[config.mk]
export PLATFORM = sky130hd
export DESIGN_NAME = spi_tx_fifo_n
export DESIGN_NICKNAME = d
export VERILOG_FILES = /design/src/rtl/spi_tx_fifo_n.sv
export SDC_FILE = /design/constraint.sdc
export NUM_CORES = 1
export LEC_CHECK = 0
export CORE_MARGIN = 2
export CORE_UTILIZATION = 54
export CTS_BUF_LIST = sky130_fd_sc_hd__clkbuf_4 sky130_fd_sc_hd__clkbuf_8
export CTS_CLUSTER_SIZE = 24
export DETAILED_ROUTE_END_ITERATION = 8
export GPL_TIMING_DRIVEN = 0
export PLACE_DENSITY = 0.83
export SETUP_SLACK_MARGIN = 0.2
export SLEW_MARGIN = 20
export SYNTH_ARGS = -nofsm -noshare
export SYNTH_HDL_FRONTEND = slang
export SYNTH_SLANG_ARGS = --single-unit
[constraint.sdc]
create_clock -name sclk -period 2.9 [get_ports sclk]
set_input_delay 0.29 -clock sclk [delete_from_list [all_inputs] [get_ports sclk]]
set_output_delay 0.29 -clock sclk [all_outputs]
set_load 0.1 [all_outputs]
[src/rtl/spi_tx_fifo_n.sv]
// SPI master transmitter with an input FIFO.
// Words arrive over valid/ready and are held in a small circular buffer.
// Each word is shifted out on mosi, MSB- or LSB-first, under a divided spi_clk
// with selectable CPOL/CPHA. cs_n is released for a programmable gap between words.
//
// state   | meaning
// --------+-----------------------------------------------------------------
// S_IDLE  | cs_n high, spi_clk at CPOL, waiting for a non-empty FIFO
// S_LOAD  | pop FIFO head into the shift register, drop cs_n, drive first bit
// S_SHIFT | 2*CLK_DIV cycles per bit; half A then half B
// S_HOLD  | CLK_DIV cycles of hold with spi_clk idle and cs_n still low
// S_GAP   | CS_GAP cycles with cs_n high before the next word
module spi_tx_fifo_n #(
    parameter int DATA_W     = 16,
    parameter int CLK_DIV    = 2,
    parameter bit CPOL       = 1'b0,
    parameter bit CPHA       = 1'b0,
    parameter bit MSB_FIRST  = 1'b1,
    parameter int FIFO_DEPTH = 4,
    parameter int CS_GAP     = 2
) (
    input  logic                        sclk,
    input  logic                        reset_n,
    input  logic [DATA_W-1:0]           data_in,
    input  logic                        valid,
    output logic                        ready,
    output logic                        spi_clk,
    output logic                        mosi,
    output logic                        cs_n,
    output logic                        busy,
    output logic                        done,
    output logic [$clog2(FIFO_DEPTH):0] fifo_count
);

    localparam int PTR_W   = $clog2(FIFO_DEPTH);
    localparam int CNT_W   = PTR_W + 1;
    localparam int PH_W    = $clog2(2 * CLK_DIV);
    localparam int BIT_W   = $clog2(DATA_W) + 1;
    localparam int TMR_MAX = (CLK_DIV > CS_GAP) ? CLK_DIV : CS_GAP;
    localparam int TMR_W   = $clog2(TMR_MAX + 1);

    localparam logic [CNT_W-1:0] CNT_FULL = CNT_W'(FIFO_DEPTH);
    localparam logic [PH_W-1:0]  PH_LAST  = PH_W'(2 * CLK_DIV - 1);
    localparam logic [PH_W-1:0]  PH_B_PRE = PH_W'(CLK_DIV - 1);
    localparam logic [BIT_W-1:0] BIT_LAST = BIT_W'(DATA_W - 1);
    localparam logic [TMR_W-1:0] HOLD_LD  = TMR_W'(CLK_DIV - 1);
    localparam logic [TMR_W-1:0] GAP_LD   = TMR_W'(CS_GAP - 1);
    // spi_clk level during half A of a bit; half B is its inverse
    localparam logic LVL_A = CPOL ^ CPHA;

    typedef enum logic [2:0] {S_IDLE, S_LOAD, S_SHIFT, S_HOLD, S_GAP} state_t;

    state_t              state;
    logic [DATA_W-1:0]   mem [FIFO_DEPTH];
    logic [PTR_W-1:0]    wr_ptr;
    logic [PTR_W-1:0]    rd_ptr;
    logic [DATA_W-1:0]   shift_reg;
    logic [DATA_W-1:0]   shift_nxt;
    logic [DATA_W-1:0]   head;
    logic                head_first;
    logic                mosi_nxt;
    logic [PH_W-1:0]     phase;
    logic [BIT_W-1:0]    bit_cnt;
    logic [TMR_W-1:0]    tmr;
    logic                push;
    logic                pop;

    assign ready = (fifo_count < CNT_FULL);
    assign push  = valid && ready;
    assign pop   = (state == S_LOAD);
    assign busy  = (state != S_IDLE);
    assign head  = mem[rd_ptr];

    // Bit-order dependent selection of the first bit and the next shifted word
    always_comb begin
        head_first = head[0];
        shift_nxt  = {1'b0, shift_reg[DATA_W-1:1]};
        mosi_nxt   = shift_reg[1];
        if (MSB_FIRST) begin
            head_first = head[DATA_W-1];
            shift_nxt  = {shift_reg[DATA_W-2:0], 1'b0};
            mosi_nxt   = shift_reg[DATA_W-2];
        end
    end

    // FIFO storage; contents need no reset since the pointers gate visibility
    always_ff @(posedge sclk) begin
        if (push) begin
            mem[wr_ptr] <= data_in;
        end
    end

    // FIFO pointers and occupancy; simultaneous push and pop keep the count
    always_ff @(posedge sclk or negedge reset_n) begin
        if (!reset_n) begin
            wr_ptr     <= '0;
            rd_ptr     <= '0;
            fifo_count <= '0;
        end else begin
            if (push) begin
                wr_ptr <= wr_ptr + PTR_W'(1);
            end
            if (pop) begin
                rd_ptr <= rd_ptr + PTR_W'(1);
            end
            case ({push, pop})
                2'b10:   fifo_count <= fifo_count + CNT_W'(1);
                2'b01:   fifo_count <= fifo_count - CNT_W'(1);
                default: fifo_count <= fifo_count;
            endcase
        end
    end

    // Frame sequencer with registered spi_clk, mosi, cs_n and done
    always_ff @(posedge sclk or negedge reset_n) begin
        if (!reset_n) begin
            state     <= S_IDLE;
            cs_n      <= 1'b1;
            spi_clk   <= CPOL;
            mosi      <= 1'b0;
            done      <= 1'b0;
            shift_reg <= '0;
            bit_cnt   <= '0;
            phase     <= '0;
            tmr       <= '0;
        end else begin
            done <= 1'b0;
            case (state)
                S_IDLE: begin
                    cs_n    <= 1'b1;
                    spi_clk <= CPOL;
                    if (fifo_count != '0) begin
                        state <= S_LOAD;
                    end
                end
                S_LOAD: begin
                    shift_reg <= head;
                    mosi      <= head_first;
                    cs_n      <= 1'b0;
                    bit_cnt   <= '0;
                    phase     <= '0;
                    spi_clk   <= LVL_A;
                    state     <= S_SHIFT;
                end
                S_SHIFT: begin
                    if (phase == PH_LAST) begin
                        phase <= '0;
                        if (bit_cnt == BIT_LAST) begin
                            spi_clk <= CPOL;
                            tmr     <= HOLD_LD;
                            state   <= S_HOLD;
                        end else begin
                            bit_cnt   <= bit_cnt + BIT_W'(1);
                            shift_reg <= shift_nxt;
                            mosi      <= mosi_nxt;
                            spi_clk   <= LVL_A;
                        end
                    end else begin
                        phase <= phase + PH_W'(1);
                        if (phase == PH_B_PRE) begin
                            spi_clk <= ~LVL_A;
                        end
                    end
                end
                S_HOLD: begin
                    if (tmr == '0) begin
                        cs_n  <= 1'b1;
                        done  <= 1'b1;
                        tmr   <= GAP_LD;
                        state <= S_GAP;
                    end else begin
                        tmr <= tmr - TMR_W'(1);
                    end
                end
                S_GAP: begin
                    if (tmr == '0) begin
                        state <= (fifo_count != '0) ? S_LOAD : S_IDLE;
                    end else begin
                        tmr <= tmr - TMR_W'(1);
                    end
                end
                default: state <= S_IDLE;
            endcase
        end
    end

endmodule

Word-level counts from Yosys, hierarchy flattened
Memories as Yosys holds them, arrays and structs flattened.
Index checks and enable logic that the tools add are counted.
{"block": "word_totals", "register_bits": 38, "latch_bits": 0, "ram_bits": 64, "mem_bits_ro": 0, "inputBits": 19, "out_inout_bits": 9, "word_cells": 87, "memories": 1}
{"block": "classes", "n_addsub": 7, "multipliers": 0, "n_div": 0, "n_lt_le_gt_ge": 1, "eq_ne": 17, "n_shift": 0, "muxes": 33, "n_bitwise": 0, "reduce_logical": 16}
{"name": "mem", "words": 4, "word_bits": 16, "rd": 1, "rd_clocked_by_memory_dff": 0, "wr": 1, "line": "54", "source": "logic [DATA_W-1:0] mem [FIFO_DEPTH];"}
{"cell": "two-way mux 15 bit", "n": 2}
{"cell": "one-hot mux 15 bit (2 select lines)", "n": 1}
{"cell": "two-way mux 3 bit", "n": 5}
{"cell": "one-hot mux 3 bit (5 select lines)", "n": 1}
{"cell": "!= test 2 bit, second input constant", "n": 7}
{"cell": "nonzero test 3 bit", "n": 4}
{"cell": "two-way mux 1 bit", "n": 10}
{"cell": "two-way mux 2 bit", "n": 5}
{"cell": "two-way mux 5 bit", "n": 2}
{"cell": "one-hot mux 5 bit (2 select lines)", "n": 1}
{"cell": "adder 2 x 1 -> 2 bit, second input constant", "n": 3}
{"cell": "== test 3 x 2 -> 1 bit, second input constant", "n": 2}
{"cell": "one-hot mux 2 bit (3 select lines)", "n": 1}
{"cell": "one-hot mux 3 bit (2 select lines)", "n": 1}
{"cell": "nonzero test 2 bit", "n": 3}
{"cell": "adder 5 x 1 -> 5 bit, second input constant", "n": 1}
{"cell": "== test 5 x 4 -> 1 bit, second input constant", "n": 1}
{"cell": "AND reduction 5 bit", "n": 1}
{"cell": "== test 2 x 1 -> 1 bit, second input constant", "n": 2}
{"cell": "== test 2 bit, second input constant", "n": 2}
{"cell": "one-hot mux 1 bit (2 select lines)", "n": 2}
{"cell": "one-hot mux 2 bit (2 select lines)", "n": 1}
{"cell": "AND reduction 2 bit", "n": 2}
{"cell": "AND reduction 4 bit", "n": 1}
{"cell": "13 further kinds", "n": 13}

Logic depth before layout (Yosys ltp)
{"block": "logic_depth", "word_depth": 4, "ltp_mapped": 10, "mapped_depth_nobuf": 8}

Worst setup path after synthesis
OpenSTA, ideal clock, no wires.
{"block": "synth_path", "path_type": "reg-to-reg", "startpoint": "reg fifo_count[2]", "endpoint": "reg fifo_count[2]", "setup_ns": 0.156, "arrival_time_ns": 2.165, "required_ns": 2.744, "setup_slack_ns": 0.579, "path_stages_with_launch": 10, "n_path_buf": 1, "period_less_slack_ns": 2.321, "path_cell_list": "dfrtp_1 nor2b_1 clkbuf_1 inv_1 ha_1 inv_1 fa_1 xor2_1 nor2_1 xnor2_1"}
{"block": "synth_between", "elab_chain_cells": 4, "elab_cells_between_ends": 8, "cone_classes": "add/sub (2); order compare (1); eq/ne (2); mux (1); reduce/logical (2)"}
{"element": "start: declaration", "line": "32", "source": "output logic [$clog2(FIFO_DEPTH):0] fifo_count"}
{"element": "start signal: assignment", "line": "107", "source": "2'b10: fifo_count <= fifo_count + CNT_W'(1);"}
{"element": "start signal: assignment", "line": "108", "source": "2'b01: fifo_count <= fifo_count - CNT_W'(1);"}
{"element": "start signal: assignment", "line": "109", "source": "default: fifo_count <= fifo_count;"}
{"element": "less-than comparator 3 bit", "line": "68", "source": "assign ready = (fifo_count < CNT_FULL);"}
{"element": "logical AND 1 bit", "line": "69", "source": "assign push = valid && ready;"}
{"element": "== test 2 x 1 -> 1 bit / == test 2 bit (equally long branches)", "line": "106", "source": "case ({push, pop})"}
{"element": "one-hot mux 3 bit (2 select lines) / nonzero test 2 bit (equally long branches)"}
Several ways; a longest one is shown, not always the timed one.
A chain may end at the register's enable or synchronous reset.

Final worst setup path
{"block": "layout_path", "startpoint": "reg state[2]", "endpoint": "reg fifo_count[2]"}
{"block": "layout_between", "elab_chain_cells": 3, "elab_cells_between_ends": 5, "cone_classes": "eq/ne (3); mux (1); reduce/logical (1)"}
{"element": "start: declaration", "line": "53", "source": "state_t state;"}
{"element": "start signal: assignment", "line": "177", "source": "state <= (fifo_count != '0) ? S_LOAD : S_IDLE;"}
{"element": "== test 3 x 1 -> 1 bit *", "line": "70", "source": "assign pop = (state == S_LOAD);"}
{"element": "== test 2 x 1 -> 1 bit / == test 2 bit (equally long branches)", "line": "106"}
{"element": "one-hot mux 3 bit (2 select lines) / nonzero test 2 bit (equally long branches)"}
Mark *: on every way between the ends. The rest lies on a longest branch, timed or not.

==> results.md <==
* Global-route met1 utilization at 24.57%
* Routed vias/inst at 5.842
* Slew HR at 35.50%
* Crit path max-delay cell type: or3b_2
* Fin. max-slew vios at 0
* CP endpoint kind: flop
* Setup bufs post-CTS at 0
* Clock Path Buffers at 2
* RePlAce Congestion at between 0.7 and 0.8
* # DRC at 0
* Number of fill cells at about 570
* Post-Route WL at between 7 and 8 mm
* Maximum capacitance violations at 0
* FF/Latch Area at 2874 um2
* Critical R2R Capture: fifo_count[2]
* GR Util met2 at around a third
* Initial antenna violation count at 0
* Clk pin slew, worst setup/hold paths at about 0.11 ns
* P&R area growth vs syn at 14.40%
* Fmax achieved at roughly 0.4 GHz
* CTS tree: yes
* Sequential-to-total area share from yosys stat at about two thirds
* CP max FO at 10
* Setup TNS at 0 ns
* Num CTS Buffers at 9
* R2R Setup Slk at 0.40 ns
* GRT Util Overall at 19.06%
* Area taken by multi-input logic gates at 1311 um2
* Nets at 355
* Core Area at 7767 um2
* Tcrit/Tclk final at 86.24%
* Crit path arrival time at 2.80 ns
* Critical path required time at about 3.2 ns
* DR iter-0 viols at 229
* Total global routing overflow at 0
* Post-synth EDFFs at 64
* Run status: finished, final reports clean
* CP peak stage delay at 0.46 ns
* Util after Layout at ~64%
* Worst setup path start: state[2]
* Total power at around 5.2 mW
* Cell Pwr Density at between 1000 and 1500 nW/um2
* CP startpoint kind: flop
* Syn_area_per_cell at around 15 um2
* Antenna cells at 0
* Max reg flops at 64
* Ys async rst share at 37.25%
* Share of post-route cells with drive strength above 1 at 14.89%
* Final setup vio count at 0
* Clock Tree Root: clkbuf_8
* Slew @ Worst Pin at between 0.9 and 1 ns
* Global-route wire length before repair at about 13 mm
* Full die area at 8793 um2
* Critical path, cell by cell: buf_2 > or3b_2 > clkbuf_1 > inv_2 > ha_1 > inv_1 > fa_1 > xor2_1 > nor2_1 > xnor2_1
* Final min period at about 2.5 ns
* Peak supply drop at 549.2 uV
* Die H at 93.77 um
* Syn Nets at 315
* Drt pass-1 iters at 4
* Worst Skew at approximately 0.0093 ns
* Wire per inst at ~18 um
* Vias in the first global route at 2560
* Post-DP HPWL at 5.021 mm
* Width of the die at between 90 and 100 um
* Routed vias at 2518
* Worst R2R Path Depth at 10
* Distinct cells, synth at 45
* Post-Synthesis Cells at 284
* Critical Path Sink: fifo_count[2]
* Skew-Pair Late Insertion Delay at between 0.3 and 0.4 ns
* Reg-to-reg critical path startpoint: state[2]
* Row cnt at 32
* Clk sinks at 102
* Grt peak-use layer: met2
* Met3 Usage GRT at 4.655%
* Synthesized flop and latch total at between 100 and 150
* Post-synth top flop: edfxtp_1
* Final hold vios at 0
* CP Class: flop to flop
* Port bufs at 27
* Hold Path Class: input port to async pin
* Post-Syn Area at between 4000 and 5000 um2
* LEAKAGE at 1.834 nW
* RSZ-0062 raised after global routing: no
* CTS H-tree depth at 3
* Syn. warnings at 0
* Effective utilization at floorplan at around 56%
* Largest net degree at the start of global routing at 25
* Antenna Nets Post-Route at 0
* Io pins at 28
==> how the worst min path moves through the flow <==
stage                               end  cells past startpoint
final                     fifo_count[0]                      2
after global routing      fifo_count[1]                      2
after CTS                 fifo_count[0]                      2
after detailed placement  fifo_count[0]                      1
after global placement     shift_reg[0]                      1
after floorplan              bit_cnt[0]                      0
==> cells in the final DEF (no fill, tap or decap), drive strengths merged, types with 2 or more instances in the layout <==
cell type and instances:
edfxtp 64, dfrtp 37, inv 26, clkdlybuf4s50 25, clkbuf 23, nand2 18, mux4 16, a221oi 14
a2bb2oi 14, ha 11, buf 9, o21ai 8, and2 5, xnor2 5, mux2i 5, a21oi 5
nand3 4, nor2 3, nor3 3, o22ai 3, or3b 3, o32ai 2, a32o 2, nand2b 2
a22o 2, o31ai 2
==> critical path: cells and delay by family (launching register included) <==
family                   cells  cell delay [ns]
buffers and inverters        4             0.60
XOR/XNOR                     2             0.27
AND/OR/NAND/NOR              2             0.57
flip-flops                   1             0.40
adder cells (fa/ha/maj)      2             0.58
==> kinds of logic (layout without fill, tap and decap cells) <==
kind of cell | after synthesis | after routing | share of synthesized area, %
buffers and inverters | 41 | 86 | 3.824
adders and majority gates | 12 | 12 | 3.623
AOI/OAI and AO/OA | 56 | 56 | 10.06
xor gates and xnor gates | 6 | 6 | 1.208
DFF | 102 | 102 | 66.04
muxes | 21 | 21 | 9.431
and+or+nand+nor | 46 | 46 | 5.808
==> synthesized netlist by cell type (3+ instances only) <==
cell type  instances  area, um2
ha_1              11      137.6
nor2_1             3      11.26
mux4_2            16      360.4
o21ai_0            8      40.04
nand3_1            4      20.02
mux2i_1            5      50.05
a21oi_1            3      15.01
clkbuf_1          13      48.80
a2bb2oi_1         14      122.6
a221oi_1          14      122.6
edfxtp_1          64       1922
buf_2              4      20.02
nand2_1           18      67.56
inv_1             20      75.07
dfrtp_1           37      925.9
nor3_1             3      15.01
xnor2_1            5      43.79
o22ai_1            3      18.77
and2_1             5      31.28
==> routing by layer <==
metal  wire length [um]  part of all wire [%]
met4                133                   1.7
met3                307                   4.0
met1               3364                    44
met2               3827                    50
met5                  0                     0
==> power breakdown <==
part           internal [mW]  switching [mW]  leakage (nW)
Clock                  0.348           0.520         0.100
Combinational          0.869            1.39         0.696
Sequential              1.93           0.186          1.04
==> what timing repair did <==
item	4_1_cts	5_1_grt
gates resized for setup	0	1
hold buffers	1	0
endpoints found under the hold margin	14	0
setup endpoints to repair	0	1
==> stage by stage <==
stage	hold slack, ns	instance area, um2	instances	setup WS [ns]
6_report	0.3727	4979	431	0.3990
5_1_grt	0.3891	4979	431	0.2150
4_1_cts	0.3773	4976	431	0.2082
3_5_place_dp	0.2435	4772	414	0.4270
3_3_place_gp	0.5044	4750	413	0.4772
2_1_floorplan	-0.005591	4352	284	0.5787
==> final cells by class <==
class | instances | area share [%]
clock inverters | 6 | 1.257
multi-input cells | 141 | 26.34
well taps | 102 | 2.563
inverters | 21 | 1.583
clock buffers | 10 | 2.639
repair buffers | 29 | 6.132
plain buffers | 20 | 1.759
flip-flops and latches | 102 | 57.73
No activity file was read; power rests on OpenSTA's default activity.
